==> src/rtl/cic_decimator.sv <==
// cic_decimator: N-stage CIC decimation filter with an AXI-stream style
// handshake. Integrators run at the input rate. Every Reff-th accepted
// sample is passed on to a pipelined comb chain that runs at the output rate.
// All arithmetic wraps modulo 2^REG_WIDTH, which a CIC filter depends on.
module cic_decimator #(
    parameter int WIDTH     = 16,
    parameter int RMAX      = 2,
    parameter int M         = 1,
    parameter int N         = 2,
    parameter int REG_WIDTH = WIDTH + N * $clog2(RMAX * M)
) (
    input  logic                      clk,
    input  logic                      rst,
    input  logic [WIDTH-1:0]          input_tdata,
    input  logic                      input_tvalid,
    output logic                      input_tready,
    output logic [REG_WIDTH-1:0]      output_tdata,
    output logic                      output_tvalid,
    input  logic                      output_tready,
    input  logic [$clog2(RMAX+1)-1:0] rate
);

    localparam int RATE_W = $clog2(RMAX + 1);

    logic [REG_WIDTH-1:0] integ    [N];
    logic [REG_WIDTH-1:0] comb     [N];
    logic [REG_WIDTH-1:0] stage_in [N];
    logic [REG_WIDTH-1:0] dly      [N][M];
    logic [REG_WIDTH-1:0] sample_ext;
    logic [RATE_W-1:0]    cycle;
    logic [RATE_W-1:0]    reff;
    logic                 xfer;
    logic                 fire;

    // Input is only accepted when the output register is free to take a new
    // sample, so a pending output can never be overwritten.
    assign input_tready = !rst && (output_tready || !output_tvalid);
    assign xfer         = input_tvalid && input_tready;
    assign fire         = xfer && (cycle == '0);
    assign sample_ext   = REG_WIDTH'(signed'(input_tdata));
    assign output_tdata = comb[N-1];

    // Clamp the requested ratio into 1..RMAX.
    always_comb begin
        if (rate <= RATE_W'(1)) begin
            reff = RATE_W'(1);
        end else if (rate > RATE_W'(RMAX)) begin
            reff = RATE_W'(RMAX);
        end else begin
            reff = rate;
        end
    end

    // Stage inputs of the comb chain: last integrator, then previous comb.
    always_comb begin
        stage_in[0] = integ[N-1];
        for (int k = 1; k < N; k++) begin
            stage_in[k] = comb[k-1];
        end
    end

    // Integrator cascade, advancing once per accepted input sample.
    always_ff @(posedge clk or posedge rst) begin
        if (rst) begin
            for (int k = 0; k < N; k++) begin
                integ[k] <= '0;
            end
        end else if (xfer) begin
            integ[0] <= integ[0] + sample_ext;
            for (int k = 1; k < N; k++) begin
                integ[k] <= integ[k] + integ[k-1];
            end
        end
    end

    // Decimation phase counter; the wrap test uses >= so a ratio lowered on
    // the fly pulls the counter back into range instead of running past it.
    always_ff @(posedge clk or posedge rst) begin
        if (rst) begin
            cycle <= '0;
        end else if (xfer) begin
            if (cycle >= reff - RATE_W'(1)) begin
                cycle <= '0;
            end else begin
                cycle <= cycle + RATE_W'(1);
            end
        end
    end

    // Comb chain and its delay lines, clocked only on decimated samples.
    always_ff @(posedge clk or posedge rst) begin
        if (rst) begin
            for (int k = 0; k < N; k++) begin
                comb[k] <= '0;
                for (int j = 0; j < M; j++) begin
                    dly[k][j] <= '0;
                end
            end
        end else if (fire) begin
            for (int k = 0; k < N; k++) begin
                comb[k]   <= stage_in[k] - dly[k][M-1];
                dly[k][0] <= stage_in[k];
                for (int j = 1; j < M; j++) begin
                    dly[k][j] <= dly[k][j-1];
                end
            end
        end
    end

    // Output valid: set on a fire (wins over a same-cycle handshake), else
    // cleared once the downstream takes the sample.
    always_ff @(posedge clk or posedge rst) begin
        if (rst) begin
            output_tvalid <= 1'b0;
        end else if (fire) begin
            output_tvalid <= 1'b1;
        end else if (output_tready) begin
            output_tvalid <= 1'b0;
        end
    end

endmodule
==> config.mk <==
export PLATFORM = sky130hd
export DESIGN_NAME = cic_decimator
export DESIGN_NICKNAME = d
export VERILOG_FILES = /design/src/rtl/cic_decimator.sv
export SDC_FILE = /design/constraint.sdc
export NUM_CORES = 1
export LEC_CHECK = 0
export ABC_AREA = 0
export BUFFER_PORTS_ARGS = -buffer_cell sky130_fd_sc_hd__buf_2
export CAP_MARGIN = 20
export CORE_AREA = 2 2 115 162
export CTS_CLUSTER_DIAMETER = 40
export DETAILED_ROUTE_END_ITERATION = 10
export DIE_AREA = 0 0 117 164
export PLACE_DENSITY = 0.63
export SLEW_MARGIN = 5
export SYNTH_ARGS = -nofsm -noshare
export SYNTH_HDL_FRONTEND = slang
export SYNTH_SLANG_ARGS = --single-unit
==> constraint.sdc <==
create_clock -name clk -period 5.26 [get_ports clk]
set_input_delay 0.263 -clock clk [delete_from_list [all_inputs] [get_ports clk]]
set_output_delay 0.263 -clock clk [all_outputs]
set_load 0.005 [all_outputs]
# Word-level counts from Yosys, hierarchy flattened
# Cells that the tools add are included.
op_classes:
  addsub: 6
  order_cmp: 3
  reduce_logical: 8
  mux: 5
ops:
  columns: ["op", "n"]
  rows:
  - ["adder 18 bit", 2]
  - ["subtractor 18 bit", 2]
  - ["2-to-1 mux 2 bit", 3]
  - ["logical AND 1 bit", 3]
  - ["adder 2 x 1 -> 2 bit (second input constant)", 1]
  - [">= comparator 2 bit", 1]
  - ["greater-than comparator 2 bit (second input constant)", 1]
  - ["less-or-equal comparator 2 x 1 -> 1 bit (second input constant)", 1]
  - ["logical NOT 1 bit", 2]
  - ["logical NOT 2 bit", 1]
  - ["2-to-1 mux 1 bit", 2]
  - ["nonzero test 2 bit", 1]
  - ["subtractor 2 x 1 -> 2 bit (second input constant)", 1]
  - ["logical OR 1 bit", 1]
word_totals:
  out_inout_bits: 20
  ff_bits: 111
  word_cells: 30

# Longest topological paths before layout
depth:
  depth_word: 6
  mapped_depth: 11
  ltp_nobuf: 11

# Worst setup path before layout
# No wires, ideal clock.
synth_timing:
  path_type: "flip-flop to flip-flop"
  start: "reg integ[0] (netlist name)"
  end: "reg comb[30] (netlist name)"
  arrival_ns: 2.302
  stages_incl_launch_ff: 12
  slack_ns: 2.824
  cell_sequence: "dfrtp_1 -> inv_1 -> ha_1 -> inv_1 -> fa_1 -> a21o_1 -> a21oi_1 -> o21ai_1 -> a41oi_2 -> nor2_1 -> a2111oi_0 -> o31ai_1"
synth_via:
  elab_chain_len: 1
synth_rtl:
  columns: ["item", "line_no", "text"]
  rows:
  - ["start, declared", "25", "logic [REG_WIDTH-1:0] integ [N];"]
  - ["start signal, assigned by index", "71", "integ[k] <= integ[k] + integ[k-1];"]
  - ["subtractor 18 bit", "101", "comb[k] <= stage_in[k] - dly[k][M-1];"]
  - ["end signal, assigned by index", "101", null]
  - ["end, declared", "26", "logic [REG_WIDTH-1:0] comb [N];"]
# No other way between the ends.
# A chain may end at the register's enable or synchronous reset.

# Worst setup path in the final report
# Same ends and word-level chain as after synthesis.

==> flow_results.xml <==
<?xml version="1.0" encoding="UTF-8"?>
<metrics>
  <group name="die">
    <metric name="start_util" unit="%">42.4</metric>
    <metric name="coreArea" unit="µm²">17800</metric>
    <metric name="die_height" unit="µm">164</metric>
    <metric name="boundaryPins" unit="">42</metric>
    <metric name="die_area" unit="µm²">19200</metric>
    <metric name="die-width" unit="µm">117</metric>
    <metric name="row_count" unit="">58</metric>
  </group>
  <group name="critical_path">
    <metric name="buf_inv_stages_crit_path" unit="">2</metric>
    <metric name="criticalPathCategory" unit="">register to register</metric>
    <metric name="cpLargestDelayFamily" unit="">compound AO/OA/AOI/OAI gates</metric>
    <metric name="critical_path_peak_fanout" unit="">3</metric>
    <metric name="critPathCaptureType" unit="">register</metric>
    <metric name="startpoint_type" unit="">register</metric>
    <metric name="cp_slowest_cell" unit="">sky130_fd_sc_hd__a2111oi_0</metric>
    <metric name="worst_ep_arrival_time" unit="ps">2980</metric>
    <metric name="cp_peak_stage_delay" unit="ps">410</metric>
    <metric name="cp.required" unit="ps">5460</metric>
    <metric name="crit_chain" unit="">inv_1 &gt; ha_1 &gt; inv_1 &gt; fa_1 &gt; a21o_1 &gt; a21oi_1 &gt; o21ai_1 &gt; a41oi_2 &gt; nor2_1 &gt; a2111oi_0 &gt; o31ai_1</metric>
    <metric name="cp_common_cell" unit="">sky130_fd_sc_hd__inv_1</metric>
  </group>
  <group name="clock_tree">
    <metric name="cts_sinks" unit="">111</metric>
    <metric name="post_cts_resize_count" unit="">0</metric>
    <metric name="clockBufferDepth" unit="">2</metric>
    <metric name="hold_buffers" unit="">0</metric>
    <metric name="clock_tree.root_cell" unit="">sky130_fd_sc_hd__clkbuf_16</metric>
    <metric name="cts_setup_buffers" unit="">0</metric>
    <metric name="clk_pin_slew_worst_paths" unit="ps">80</metric>
    <metric name="cts_tree" unit="">done</metric>
    <metric name="cts_htree_levels" unit="">3</metric>
    <metric name="insertion_delay" unit="ps">340</metric>
    <metric name="cts_buffers" unit="">9</metric>
  </group>
  <group name="power">
    <metric name="worst_ir_drop_vdd" unit="V">0.000197</metric>
    <metric name="total_leakage_power" unit="nW">3.73</metric>
    <metric name="power_density_cells" unit="nW/µm²">704</metric>
  </group>
  <group name="grt">
    <metric name="global_route_wire_length_before_repair" unit="mm">24.9</metric>
    <metric name="grt_start_max_net_pins" unit="">74</metric>
    <metric name="grt_antenna_before_repair" unit="">0</metric>
    <metric name="vias_in_the_first_global_route" unit="">5586</metric>
    <metric name="globalRouteTotalUtil" unit="%">15.9</metric>
    <metric name="globalRouteOverflowTotal" unit="">0</metric>
  </group>
  <group name="placed_design">
    <metric name="place.port_buffers" unit="">40</metric>
    <metric name="placed_area" unit="µm²">7840</metric>
    <metric name="detailed_place_hpwl" unit="mm">10.8</metric>
    <metric name="gp_routability_congestion" unit="">0.808</metric>
  </group>
  <group name="detailed_routing">
    <metric name="pre_antenna_drt_iters" unit="">4</metric>
    <metric name="drt_iter0_markers" unit="">242</metric>
    <metric name="routed_wirelength" unit="mm">14.3</metric>
    <metric name="drcViolationCount" unit="">0</metric>
    <metric name="detailroute.via_count" unit="">5829</metric>
    <metric name="detail_route.vias_per_cell" unit="">5.14</metric>
    <metric name="ant_nets" unit="">0</metric>
    <metric name="detail_route.wl_per_cell" unit="µm">12.7</metric>
  </group>
  <group name="timing">
    <metric name="timing.final.setup_violations" unit="">0</metric>
    <metric name="max-slew-margin-rel" unit="%">52.5</metric>
    <metric name="fmax" unit="MHz">359</metric>
    <metric name="final_critical_period" unit="ps">2790</metric>
    <metric name="worst-slew-pin-transition" unit="ps">712</metric>
    <metric name="hold_viol" unit="">0</metric>
    <metric name="fin_setup_tns" unit="ps">0</metric>
    <metric name="fin_skew" unit="ps">9.11</metric>
    <metric name="maxSlewViolCount" unit="">0</metric>
    <metric name="fin_crit_sh" unit="%">53.0</metric>
    <metric name="rsz_0062_raised_after_global_routing" unit="">no</metric>
    <metric name="hold_slack" unit="ps">18.5</metric>
  </group>
  <group name="final_layout">
    <metric name="post_synthesis_to_final_layout_area_growth" unit="%">7.91</metric>
    <metric name="final_nets" unit="">985</metric>
    <metric name="filler_cell_count" unit="">1751</metric>
    <metric name="antennaDiodeCount" unit="">0</metric>
    <metric name="final_cell_area" unit="µm²">8140</metric>
    <metric name="post_route_cells_drive_above_1_share" unit="%">8.62</metric>
    <metric name="most_common_library_cell_in_the_layout_ignoring_fill_and_taps" unit="">sky130_fd_sc_hd__nand2_1</metric>
    <metric name="final_cell_mix" unit="">140 x sky130_fd_sc_hd__nand2_1, 111 x sky130_fd_sc_hd__dfrtp_1, 96 x sky130_fd_sc_hd__o21ai_0, 71 x sky130_fd_sc_hd__ha_1, 59 x sky130_fd_sc_hd__inv_1</metric>
    <metric name="post_layout_utilization_of_the_core" unit="%">45.8</metric>
  </group>
  <group name="synthesis">
    <metric name="synth_seq_area_share" unit="%">36.8</metric>
    <metric name="synth_cell_type_count" unit="">63</metric>
    <metric name="synthesis.area" unit="µm²">7540</metric>
    <metric name="post_synth_edffs" unit="">0</metric>
    <metric name="syn_nets" unit="">973</metric>
    <metric name="post_synth_inst_count" unit="">876</metric>
    <metric name="synth-async-reset-ratio" unit="%">100</metric>
    <metric name="synthesis.area_per_instance" unit="µm²">8.61</metric>
    <metric name="ys_seq_elements" unit="">111</metric>
    <metric name="synth_flop_cell" unit="">sky130_fd_sc_hd__dfrtp_1</metric>
    <metric name="yosys_warnings" unit="">0</metric>
  </group>
  <group name="worst_hold_path">
    <metric name="hp-class" unit="">primary input to async pin</metric>
  </group>
  <group name="job">
    <metric name="max_cap_violations" unit="">0</metric>
  </group>
  <group name="status">
    <metric name="status" unit="">completed</metric>
  </group>
</metrics>
==> synth_stat cells, drive strengths merged (4+ instances only) <==
cell type / instances / share of area [%]
o31ai: 17 / 1.8
xor2: 21 / 2.4
and3: 8 / 0.66
a21oi: 50 / 3.5
nor3b: 4 / 0.40
o41ai: 4 / 0.56
o21ai: 118 / 8.0
nand2b: 7 / 0.58
o21bai: 9 / 0.90
inv: 60 / 3.0
a211oi: 10 / 1.1
buf: 21 / 1.9
nand2: 142 / 7.1
o21a: 11 / 1.1
fa: 4 / 1.1
a21o: 19 / 1.9
nor2: 35 / 1.7
or3: 5 / 0.41
nor3: 18 / 1.2
nand4: 6 / 0.50
a31oi: 6 / 0.50
ha: 71 / 12
xnor2: 25 / 2.9
o211ai: 12 / 1.2
dfrtp: 111 / 37
clkbuf: 22 / 1.1
nand3: 16 / 1.1
nor2b: 7 / 0.68
==> report_power, final <==
group | total (mW) | leakage [nW] | switching, mW | internal (mW)
Clock | 0.635 | 0.126 | 0.311 | 0.324
Combinational | 3.58 | 2.22 | 2.03 | 1.55
Sequential | 1.51 | 1.39 | 0.267 | 1.24
Total | 5.73 | 3.73 | 2.61 | 3.12
==> kinds of logic (layout without fill, tap and decap cells) <==
family / Yosys count / after routing / share of synthesized area, %
AOI/OAI and AO/OA: 273 / 273 / 22.6
and+or+nand+nor: 261 / 261 / 15.6
buffers and inverters: 104 / 121 / 6.07
muxes: 5 / 5 / 0.697
DFF: 111 / 111 / 36.8
adders and majority gates: 75 / 75 / 12.8
other: 1 / 1 / 0.0497
xor gates and xnor gates: 46 / 46 / 5.34
==> state kept, by name (all words and copies together) (netlist names) <==
| name | cells |
|---|---|
| output_tdata | 18 |
| comb | 18 |
| integ | 36 |
| output_tvalid | 1 |
| cycle | 2 |
| dly | 36 |
==> final cells by class <==
class | count | area (µm²) | area share [%]
Clock inverter | 6 | 45.0 | 0.554
Sequential cell | 111 | 2780 | 34.1
Tap cell | 240 | 300 | 3.69
Multi-Input combinational cell | 661 | 4310 | 53.0
Inverter | 61 | 231 | 2.84
Clock buffer | 10 | 229 | 2.81
Timing Repair Buffer | 44 | 243 | 2.98
==> routing by layer <==
| metal | vias up | part of all wire [%] | global-route usage [%] |
|---|---|---|---|
| met5 | - | 0 | 0 |
| met4 | 0 | 1.5 | 4.97 |
| met3 | 14 | 1.8 | 2.03 |
| met2 | 66 | 52 | 29.3 |
| met1 | 2645 | 45 | 18.8 |
| li1 | 3104 | - | - |
==> stage by stage <==
stage / total power [mW] / worst slack, ps / instances
floorplan: 4.47 / 2070 / 876
global placement: 5.03 / 2500 / 1116
detailed placement: 5.11 / 2480 / 1116
CTS: 5.78 / 2450 / 1132
global route: 6.38 / 2250 / 1133
finish: 5.73 / 2470 / 1133
==> path summary, 6_finish.rpt <==
check	startpoint	endpoint	slack, ps	cells after the start
max	integ[0]	comb[30]	2470	11
min	rst	output_tvalid	20	2
max reg2reg	integ[0]	comb[30]	2470	11
min reg2reg	output_tdata[8]	output_tdata[8]	470	2
max in group asynchronous	rst	dly[23]	4070	3
min in group clk	output_tready	output_tvalid	210	3
Power figures use the tool's default switching activity.
